## config.mk

```make
export PLATFORM = sky130hd
export DESIGN_NAME = llsc_link_ctrl
export DESIGN_NICKNAME = d
export VERILOG_FILES = /design/src/rtl/llsc_link_ctrl_pkg.sv /design/src/rtl/llsc_timeout_cnt.sv /design/src/rtl/llsc_link_ctrl.sv
export SDC_FILE = /design/constraint.sdc
export NUM_CORES = 1
export LEC_CHECK = 0
export CAP_MARGIN = 10
export CORE_UTILIZATION = 40
export CTS_CLUSTER_DIAMETER = 40
export CTS_CLUSTER_SIZE = 40
export DETAILED_ROUTE_END_ITERATION = 7
export PLACE_DENSITY = 0.78
export SYNTH_ARGS = -nofsm -noshare
export SYNTH_HDL_FRONTEND = slang
export SYNTH_SLANG_ARGS = --single-unit
```

## constraint.sdc

```tcl
create_clock -name clk -period 4.6 [get_ports clk]
set_clock_uncertainty 0.15 [all_clocks]
set_input_delay 0.92 -clock clk [delete_from_list [all_inputs] [get_ports clk]]
set_output_delay 0.92 -clock clk [all_outputs]
set_load 0.01 [all_outputs]
```

## src/rtl/llsc_link_ctrl_pkg.sv

```systemverilog
// llsc_link_ctrl_pkg
// Shared constants for the LL/SC link controller slice:
//   - FSM state encodings (2-bit, legacy-compatible localparams)
//   - SC result values written back into rt
//   - reset-active level for the synchronous active-low reset
package llsc_link_ctrl_pkg;

    localparam int LLSC_STATE_W = 2;

    localparam logic [LLSC_STATE_W-1:0] LLSC_IDLE    = 2'd0;
    localparam logic [LLSC_STATE_W-1:0] LLSC_LINKED  = 2'd1;
    localparam logic [LLSC_STATE_W-1:0] LLSC_SC_REQ  = 2'd2;
    localparam logic [LLSC_STATE_W-1:0] LLSC_SC_RESP = 2'd3;

    localparam logic SC_RESULT_FAIL = 1'b0;
    localparam logic SC_RESULT_OK   = 1'b1;

    localparam logic RST_ACTIVE = 1'b0;

endpackage

```

## src/rtl/llsc_timeout_cnt.sv

```systemverilog
// llsc_timeout_cnt
// Wait counter for an outstanding SC store. Cleared while clr is high,
// counts up one per cycle while en is high, and saturates at LIMIT-1.
// expired is high in the cycle the count sits at LIMIT-1 while enabled,
// i.e. in the LIMIT-th enabled cycle after a clear.
// Ports:
//   clk     clock
//   rst     synchronous reset, active-low
//   clr     synchronous clear (returns count to 0)
//   en      count enable
//   expired count has reached LIMIT-1 while enabled
module llsc_timeout_cnt
    import llsc_link_ctrl_pkg::*;
#(
    parameter int LIMIT = 16
) (
    input  logic clk,
    input  logic rst,
    input  logic clr,
    input  logic en,
    output logic expired
);

    localparam int CW = (LIMIT > 1) ? $clog2(LIMIT) : 1;
    localparam logic [CW-1:0] LAST = CW'(LIMIT - 1);

    logic [CW-1:0] cnt;

    always_ff @(posedge clk) begin
        if (rst == RST_ACTIVE || clr) begin
            cnt <= '0;
        end else if (en && cnt != LAST) begin
            cnt <= cnt + CW'(1);
        end
    end

    assign expired = en && (cnt == LAST);

endmodule

```

## src/rtl/llsc_link_ctrl.sv

```systemverilog
// llsc_link_ctrl
// LL/SC link-bit controller for the MEM stage. Remembers the linked
// address after LL, drops the link on exception, ERET or a matching
// snoop store, and turns an SC into either an immediate failure or a
// req/ack store on the data-memory port, stalling the pipeline until
// the outcome is known. The SC outcome is pulsed for one cycle.
//
// Handshake: mem_req_o is raised the cycle after an accepted SC and held
// until the cycle in which mem_ack_i is sampled high; that cycle completes
// the store. If the request is killed (or times out) mem_req_o drops the
// next cycle and the memory must treat the request as never issued; an ack
// coinciding with a kill is ignored.
//
// Ports:
//   clk, rst            clock, synchronous active-low reset
//   ll_i, sc_i          LL / SC in MEM this cycle (one-cycle pulses)
//   addr_i              effective address of the LL/SC
//   exc_flg_i, eret_i   exception taken / ERET committed
//   snoop_we_i/addr_i   store from another master
//   mem_req_o/mem_ack_i SC store handshake to data memory
//   stall_o             pipeline hold while the SC store is in flight
//   sc_valid_o          one-cycle pulse, sc_result_o valid
//   sc_result_o         1 = SC succeeded, 0 = failed
//   atomicbit_o         current link bit
//   link_addr_o         current linked address
//   state_o             FSM state (debug)
module llsc_link_ctrl
    import llsc_link_ctrl_pkg::*;
#(
    parameter int ADDR_W      = 32,
    parameter int GRAN_LSB    = 2,
    parameter int ACK_TIMEOUT = 16
) (
    input  logic              clk,
    input  logic              rst,
    input  logic              ll_i,
    input  logic              sc_i,
    input  logic [ADDR_W-1:0] addr_i,
    input  logic              exc_flg_i,
    input  logic              eret_i,
    input  logic              snoop_we_i,
    input  logic [ADDR_W-1:0] snoop_addr_i,
    output logic              mem_req_o,
    input  logic              mem_ack_i,
    output logic              stall_o,
    output logic              sc_valid_o,
    output logic              sc_result_o,
    output logic              atomicbit_o,
    output logic [ADDR_W-1:0] link_addr_o,
    output logic [1:0]        state_o
);

    logic [LLSC_STATE_W-1:0] state_q;
    logic sc_match;
    logic snoop_hit;
    logic kill;
    logic tmo_expired;
    logic in_req;

    // Addresses match when they fall in the same granule; the XOR/shift
    // form discards the low GRAN_LSB bits.
    assign sc_match  = (((addr_i ^ link_addr_o) >> GRAN_LSB) == '0);
    assign snoop_hit = snoop_we_i && (((snoop_addr_i ^ link_addr_o) >> GRAN_LSB) == '0);
    assign kill      = exc_flg_i || eret_i || snoop_hit;
    assign in_req    = (state_q == LLSC_SC_REQ);

    llsc_timeout_cnt #(
        .LIMIT (ACK_TIMEOUT)
    ) u_tmo (
        .clk     (clk),
        .rst     (rst),
        .clr     (!in_req),
        .en      (in_req),
        .expired (tmo_expired)
    );

    always_ff @(posedge clk) begin
        if (rst == RST_ACTIVE) begin
            state_q     <= LLSC_IDLE;
            atomicbit_o <= 1'b0;
            link_addr_o <= '0;
            mem_req_o   <= 1'b0;
            stall_o     <= 1'b0;
            sc_valid_o  <= 1'b0;
            sc_result_o <= SC_RESULT_FAIL;
        end else begin
            // Result outputs are a one-cycle pulse unless set below.
            sc_valid_o  <= 1'b0;
            sc_result_o <= SC_RESULT_FAIL;
            case (state_q)
                LLSC_IDLE: begin
                    if (sc_i) begin
                        // No link held: fail without touching memory.
                        state_q    <= LLSC_SC_RESP;
                        sc_valid_o <= 1'b1;
                    end else if (ll_i && !exc_flg_i && !eret_i) begin
                        link_addr_o <= addr_i;
                        atomicbit_o <= 1'b1;
                        state_q     <= LLSC_LINKED;
                    end
                end
                LLSC_LINKED: begin
                    if (sc_i) begin
                        if (sc_match && !kill) begin
                            state_q   <= LLSC_SC_REQ;
                            mem_req_o <= 1'b1;
                            stall_o   <= 1'b1;
                        end else begin
                            state_q     <= LLSC_SC_RESP;
                            sc_valid_o  <= 1'b1;
                            atomicbit_o <= 1'b0;
                        end
                    end else if (kill) begin
                        state_q     <= LLSC_IDLE;
                        atomicbit_o <= 1'b0;
                    end else if (ll_i) begin
                        link_addr_o <= addr_i;
                    end
                end
                LLSC_SC_REQ: begin
                    if (kill || mem_ack_i || tmo_expired) begin
                        state_q     <= LLSC_SC_RESP;
                        mem_req_o   <= 1'b0;
                        stall_o     <= 1'b0;
                        atomicbit_o <= 1'b0;
                        sc_valid_o  <= 1'b1;
                        // A kill overrides an ack in the same cycle.
                        sc_result_o <= (mem_ack_i && !kill) ? SC_RESULT_OK : SC_RESULT_FAIL;
                    end
                end
                default: begin
                    // LLSC_SC_RESP: the result pulse is on the outputs now.
                    state_q <= LLSC_IDLE;
                end
            endcase
        end
    end

    assign state_o = state_q;

    ll_sc_exclusive: assert property (@(posedge clk) disable iff (rst == RST_ACTIVE) !(ll_i && sc_i));

endmodule

```

==> impl_metrics.toml, run 1 <==
[sta]
fin_crit_ps = 3160
period_share_pct = 68.7
max_freq_ghz = 0.316
fin_ws_ps = 1440
setup_viol = 0
tns_ps = 0
rsz0062_at_grt = "false"
finalHoldViolations = 0
drv_slew = 0
slew_headroom_pct = 69.6
worstMarginPinSlew_ps = 452

[hold_path]
hp-class = "reg -> reg"
hold_path_startpoint = "link_addr_o[1]$_SDFFE_PN0P_"

[drt]
dr_total_vias = 2419
dr.first_iter.drc_count = 135
ant_nets = 0
viasPerCell = 5.17
drc_errors = 0
wl_per_cell_um = 14.0
drt_wl_total_mm = 6.56
firstDrtPassIters = 4

[global_route]
grt_max_degree = 73
antenna_found_initial = 0
grt_overflow_total = 0
grt_pass1_wl_mm = 10.4
grt_pass1_vias = 2171
grt_use_total_pct = 21.4

[cts]
hold_buffers = 0
clock_sinks = 42
clk_pin_slew_worst_paths_ps = 80
cts_resized = 0
root_buffer = "clkbuf_8"
clockBufferDepth = 2
htree_levels = 2
cts_setup_buffers = 0
cts_tree = "built"
cts_buffers = 5
insertion_delay_ps = 290

[die]
start_util_pct = 42.6
die-area_um2 = 6330
core_area_um2 = 5640
die_width_um = 79.6
io_pins = 111
row_count = 27
die_h_um = 79.6

[synthesis]
avgSynthCellArea_um2 = 8.21
ys_ff_latch = 42
synthDistinctLibCells = 30
synth_fp_nets = 370
synth_area_um2 = 2410
ys_seq_area_share_pct = 34.9
netlist_instances = 293
ys_warn_count = 0

[cells_and_area]
final_common_cell = "clkdlybuf4s50_1"
final_cell_mix = "107 x clkdlybuf4s50_1, 42 x dfxtp_1, 41 x xnor2_1"
nFillCells = 489
areaGrowthSynthToFinish_pct = 50.7
stdcell_area_um2 = 3630
layout-drive-gt1-share_pct = 3.79
nNetsFinal = 472
antenna_cells = 0

[worst_setup_path]
endpoint_kind = "flop"
crit_family = "simple AND/OR/NAND/NOR gates"
crit_arrival_ps = 3200
slowest_delay_ps = 440
cp_cell_sequence = "clkdlybuf4s50_1, xor2_1, nor4_1, nand4_1, nor4_1, nand4_1, and2_1, o221a_2"
crit_buf_inv = 1
cp-startpoint = "addr_i[18]"
cp-start-kind = "input port"
critPathKind = "in -> reg"
critPathSlowestCell = "clkdlybuf4s50_1"
cp.required_ps = 4640
crit_path_max_fanout = 3
r2r_start = "link_addr_o[18]$_SDFFE_PN0P_"

[pwr]
leakagePower_nw = 1.26
ir_drop_uv = 153
p_per_area_nw_per_um2 = 254

[placement]
numPortBuffers = 108
hpwl_mm = 5.01
gp_congestion = 0.836
preCtsSetupSlack_ps = 1140
postPlaceCellArea_um2 = 3500

[job]
maxCapViolCount = 0

[outcome]
status = "finished clean"
## sequential cells by signal, indices dropped and copies added (netlist names)
name	cells
u_tmo.cnt	4
sc_valid_o	1
atomicbit_o	1
sc_result_o	1
state_o	2
stall_o	1
link_addr_o	32
## metrics by stage
stage / cells / utilization [%] / power, W / hold WS, ps
finish: 468 / 64.3 / 0.000921 / 320
CTS: 467 / 63.9 / 0.000923 / 322
global route: 468 / 64.3 / 0.000962 / 357
floorplan: 293 / - / 0.000517 / 330
global placement: 459 / 62.0 / 0.000633 / 298
detailed placement: 459 / 62.0 / 0.000637 / 311
## worst register-to-register path, cell delays in order (launching register included)
cell and delay, ps:
dfxtp_1 350, xor2_1 210, nor4_1 430, nand4_1 150, nor4_1 440, nand4_1 210
and2_1 210, o221a_2 230
## cells by family (layout without fill, tap and decap cells)
| group | count (synthesis) | after routing | share of synthesized area [%] |
|---|---|---|---|
| simple gates | 112 | 112 | 22.3 |
| xor+xnor | 61 | 61 | 22.2 |
| compound gates | 50 | 50 | 12.3 |
| flops | 42 | 42 | 34.9 |
| buf+inv | 20 | 123 | 4.37 |
| fa+ha+maj | 5 | 5 | 2.60 |
| mux | 3 | 3 | 1.25 |
## worst paths after layout
check,to,slack (ps),depth (start not counted)
min reg2reg,link_addr_o[1]$_SDFFE_PN0P_,320,2
max reg2reg,stall_o$_SDFFE_PN0P_,2130,7
max,stall_o$_SDFFE_PN0P_,1440,8
min,link_addr_o[1]$_SDFFE_PN0P_,320,2
## final cells by class
cell class | instances | area [um^2] | area share [%]
multi-input cells | 231 | 1460 | 40.3
repair buffers | 111 | 1110 | 30.6
flip-flops and latches | 42 | 841 | 23.2
well taps | 72 | 90.1 | 2.48
clock buffers | 5 | 68.8 | 1.90
clock inverters | 3 | 40.0 | 1.10
inverters | 4 | 15.0 | 0.414
## synthesized netlist by cell type
cell / number / area, um^2
nor2_1: 8 / 30.0
a2111oi_4: 1 / 27.5
nand4_1: 12 / 75.1
nor3_1: 2 / 10.0
a31oi_1: 2 / 12.5
buf_6: 3 / 33.8
nand2_1: 39 / 146
nand2b_1: 2 / 12.5
inv_1: 4 / 15.0
clkbuf_2: 3 / 15.0
o21ai_0: 25 / 125
o31ai_1: 2 / 15.0
o211ai_1: 1 / 7.51
o21ai_1: 10 / 50.1
and2_1: 1 / 6.26
dfxtp_1: 42 / 841
buf_4: 1 / 7.51
nor2b_1: 1 / 6.26
nor4_1: 8 / 50.1
a211o_2: 1 / 10.0
nand3b_1: 2 / 15.0
xnor2_1: 41 / 359
nand3_1: 37 / 185
a21oi_1: 6 / 30.0
o221a_2: 1 / 11.3
clkbuf_1: 9 / 33.8
a211oi_1: 1 / 7.51
xor2_1: 20 / 175
mux2i_1: 3 / 30.0
ha_1: 5 / 62.6
## power by group
group	switching [W]	leakage [nW]	internal, W
combinational	0.000100	0.865	0.000132
sequential	0.0000196	0.340	0.000381
clock	0.000128	0.0579	0.000160
total	0.000248	1.26	0.000672
## layer usage
metal  track usage, %  routed length, um  share of wire [%]
met5                0                  0                  0
met4             8.00                140                2.1
met3             4.34                494                7.5
met2             34.9               3140                 48
met1             27.6               2780                 42
No activity file was read; power rests on OpenSTA's default activity.
==> run 2, diff against run 1 <==
==> constraint.sdc (replaced) <==
create_clock -name clk -period 3.2 [get_ports clk]
set_clock_uncertainty 0.15 [all_clocks]
set_input_delay 0.64 -clock clk [delete_from_list [all_inputs] [get_ports clk]]
set_output_delay 0.64 -clock clk [all_outputs]
set_load 0.01 [all_outputs]
==> run 2 against run 1 <==
Compared with the run above: critical path depth unchanged; largest power group unchanged; sequential power up 44%; cell count unchanged; cell area about the same; total power up 44%; sequential share of layout area about the same; die area unchanged; setup slack worse by 1200 ps; non-clock buffer count unchanged; via count about the same.
==> impl_metrics.toml, run 2 (synthesized netlist as in run 1, its figures left out) <==
[sta]
setup_viol = 0
slew_headroom_pct = 65.8
rsz0062_at_grt = "false"
drv_slew = 0
finalHoldViolations = 0
worstMarginPinSlew_ps = 512
max_freq_ghz = 0.340
period_share_pct = 91.8
fin_crit_ps = 2940

[die]
core_area_um2 = 5640
die_width_um = 79.6
row_count = 27
die-area_um2 = 6330
io_pins = 111
die_h_um = 79.6
start_util_pct = 42.6

[cells_and_area]
areaGrowthSynthToFinish_pct = 50.8
largest_reg_flops = 32
nNetsFinal = 472
final_cell_mix = "107 x clkdlybuf4s50_1, 42 x dfxtp_1, 41 x xnor2_1"
layout-drive-gt1-share_pct = 3.54
final_common_cell = "clkdlybuf4s50_1"
antenna_cells = 0
utilization_pct = 64.3
top_register = "link_addr_o"
stdcell_area_um2 = 3630

[drt]
firstDrtPassIters = 4
viasPerCell = 5.16
drt_wl_total_mm = 6.74
dr.first_iter.drc_count = 105
wl_per_cell_um = 14.4
ant_nets = 0
drc_errors = 0
dr_total_vias = 2417

[worst_setup_path]
crit_path_max_fanout = 3
cp.required_ps = 3240
critPathKind = "in -> reg"
cp-start-kind = "input port"
cp_cell_sequence = "clkdlybuf4s50_1, xor2_1, nor4_1, nand4_1, nor4_1, nand4_1, and2_1, o221a_2"
endpoint_kind = "flop"
critPathSlowestCell = "nor4_1"
slowest_delay_ps = 460
crit_arrival_ps = 2970

[global_route]
grt_pass1_wl_mm = 10.9
antenna_found_initial = 0
grt_pass1_vias = 2286
grt_use_total_pct = 22.6
grt_overflow_total = 0
grt_max_degree = 65

[cts]
htree_levels = 2
cts_buffers = 5
cts_setup_buffers = 0
hold_buffers = 0
clk_pin_slew_worst_paths_ps = 80
clockBufferDepth = 2
clock_sinks = 42
root_buffer = "clkbuf_8"
insertion_delay_ps = 290
cts_resized = 0
cts_tree = "built"

[pwr]
p_per_area_nw_per_um2 = 365
leakagePower_nw = 1.25
ir_drop_uv = 214

[placement]
postPlaceCellArea_um2 = 3520
numPortBuffers = 108
gp_congestion = 0.844
hpwl_mm = 5.36

[job]
maxCapViolCount = 0

[hold_path]
hp-class = "reg -> reg"

[outcome]
status = "finished clean"
run 2: stage by stage:
step	std cells	power [W]	setup slack, ps	hold slack, ps	setup TNS (ps)
2_1_floorplan	293	0.000744	701	330	0
3_3_place_gp	460	0.000912	34.2	298	0
3_5_place_dp	460	0.000921	-30.8	314	-30.8
4_1_cts	468	0.00133	280	324	0
5_1_grt	468	0.00139	189	340	0
6_report	468	0.00132	263	322	0
run 2: report_power, final:
group / switching [W] / total, W / internal, W
Combinational: 0.000143 / 0.000333 / 0.000189
Sequential: 0.0000289 / 0.000576 / 0.000548
Clock: 0.000180 / 0.000413 / 0.000233
Total: 0.000353 / 0.00132 / 0.000969
run 2: final timing paths:
check                           slack (ps)                          from  cells past startpoint                     endpoint
worst max-delay path                   260                    addr_i[18]                      8         stall_o$_SDFFE_PN0P_
worst min-delay path                   320   link_addr_o[0]$_SDFFE_PN0P_                      2  link_addr_o[0]$_SDFFE_PN0P_
worst max register to register         680  link_addr_o[18]$_SDFFE_PN0P_                      7         stall_o$_SDFFE_PN0P_
worst min register to register         320   link_addr_o[0]$_SDFFE_PN0P_                      2  link_addr_o[0]$_SDFFE_PN0P_
run 2: metal layers:
| metal | track usage (%) | vias up | share of wire [%] |
|---|---|---|---|
| li1 | - | 1219 | - |
| met1 | 27.9 | 1115 | 44 |
| met2 | 38.5 | 72 | 49 |
| met3 | 4.00 | 11 | 5.1 |
| met4 | 9.45 | 0 | 2.3 |
| met5 | 0 | - | 0 |
run 2: cell type report:
type,count,area [um^2]
clock inverters,2,37.5
repair buffers,111,1110
well taps,72,90.1
clock buffers,6,72.6
fillers,498,2010
multi-input cells,231,1460
inverters,4,15.0
flip-flops and latches,42,841
run 2: critical path, delay by kind of cell:
family | cells | cell delay [ps]
compound gates | 1 | 230
buf+inv | 1 | 450
xor+xnor | 1 | 190
simple gates | 5 | 1470
==> run 3, diff against run 2 <==
--- a/config.mk
+++ b/config.mk
@@ -11,6 +11,7 @@
 export CTS_CLUSTER_SIZE = 40
 export DETAILED_ROUTE_END_ITERATION = 7
 export PLACE_DENSITY = 0.78
+export RECOVER_POWER = 100
 export SYNTH_ARGS = -nofsm -noshare
 export SYNTH_HDL_FRONTEND = slang
 export SYNTH_SLANG_ARGS = --single-unit
==> run 3 against run 2 <==
Compared with the run above: highest routed layer unchanged; hold slack worse by 3.2 ps; die area unchanged; critical path depth unchanged; sequential power about the same; critical endpoint unchanged; clock-buffer cell count unchanged; setup slack better by 3.3 ps; largest power group unchanged; maximum frequency up 0.11%; global-route usage unchanged; register-to-register slack about the same; non-clock buffer count unchanged.
==> impl_metrics.toml, run 3 (synthesized netlist as in run 1, its figures left out) <==
[outcome]
status = "finished clean"

[sta]
drv_slew = 0
fin_ws_ps = 266
max_freq_ghz = 0.341
worstMarginPinSlew_ps = 512
rsz0062_at_grt = "false"
setup_viol = 0
fin_crit_ps = 2930
finalHoldViolations = 0
period_share_pct = 91.7
slew_headroom_pct = 65.8

[cells_and_area]
top_register = "link_addr_o"
layout-drive-gt1-share_pct = 3.28
antenna_cells = 0
nNetsFinal = 472
largest_reg_flops = 32
final_cell_mix = "67 x clkdlybuf4s50_1, 42 x dfxtp_1, 41 x xnor2_1"
areaGrowthSynthToFinish_pct = 50.2
final_common_cell = "clkdlybuf4s50_1"
finalNonFillerCells = 468
utilization_pct = 64.0

[worst_setup_path]
endpoint_kind = "flop"
cp-start-kind = "input port"
critPathKind = "in -> reg"
crit_path_max_fanout = 3
cp.required_ps = 3240
crit_arrival_ps = 2970

[job]
maxCapViolCount = 0

[die]
die_width_um = 79.6
core_area_um2 = 5640
die_h_um = 79.6
die-area_um2 = 6330
io_pins = 111
start_util_pct = 42.6
row_count = 27

[pwr]
p_per_area_nw_per_um2 = 362
ir_drop_uv = 212
leakagePower_nw = 1.38

[placement]
numPortBuffers = 108
hpwl_mm = 5.36
placed_cells = 460
preCtsSetupSlack_ps = -30.8
gp_congestion = 0.844

[drt]
wl_per_cell_um = 14.3
drc_errors = 0
dr_total_vias = 2431
viasPerCell = 5.19
ant_nets = 0
drt_wl_total_mm = 6.70
dr.first_iter.drc_count = 105
firstDrtPassIters = 5

[cts]
insertion_delay_ps = 300
hold_buffers = 0
cts_resized = 0
clock_sinks = 42
root_buffer = "clkbuf_8"
clk_pin_slew_worst_paths_ps = 80
cts_tree = "built"
cts_setup_buffers = 0
clockBufferDepth = 2
cts_buffers = 5
htree_levels = 2

[global_route]
grt_pass1_wl_mm = 10.9
grt_max_degree = 65
grt_overflow_total = 0
grt_pass1_vias = 2286
antenna_found_initial = 0
grt_use_total_pct = 22.6

[hold_path]
hp-class = "reg -> reg"
-- run 3: layout make-up --
class                   count  area [um^2]
clock buffers               6         72.6
clock inverters             2         37.5
fillers                   499         2030
inverters                   4         15.0
multi-input cells         231         1450
flip-flops and latches     42          841
well taps                  72         90.1
repair buffers            111         1110
-- run 3: worst max-delay path: stages --
cell and delay [ps]:
clkdlybuf4s50_1 450, xor2_1 190, nor4_1 460, nand4_1 150, nor4_1 450, nand4_1 200
and2_0 200, o221a_2 240
-- run 3: path summary, 6_finish.rpt --
path,startpoint,to,slack (ps),cells past startpoint
min reg2reg,link_addr_o[1]$_SDFFE_PN0P_,link_addr_o[1]$_SDFFE_PN0P_,320,2
max,addr_i[18],stall_o$_SDFFE_PN0P_,270,8
max reg2reg,link_addr_o[18]$_SDFFE_PN0P_,stall_o$_SDFFE_PN0P_,690,7
min,link_addr_o[1]$_SDFFE_PN0P_,link_addr_o[1]$_SDFFE_PN0P_,320,2
-- run 3: layer usage --
| layer | track usage, % | vias to the layer above | wire [um] |
|---|---|---|---|
| li1 | - | 1219 | - |
| met3 | 4.00 | 11 | 346 |
| met4 | 9.45 | 0 | 153 |
| met2 | 38.5 | 74 | 3310 |
| met5 | 0 | - | 0 |
| met1 | 27.9 | 1127 | 2890 |
-- run 3: power by group --
group	leakage (nW)	switching, W	internal, W
Combinational	0.987	0.000141	0.000179
Sequential	0.340	0.0000279	0.000548
Clock	0.0514	0.000180	0.000233
-- run 3: through the flow --
step	cell area [um^2]	hold WS [ps]	TNS, ps	total power (W)
after detailed placement	3520	314	-30.8	0.000921
final	3610	319	0	0.00131
after CTS	3630	324	0	0.00133
after global placement	3520	298	0	0.000912
after global routing	3610	337	0	0.00138
after floorplan	2410	330	0	0.000744
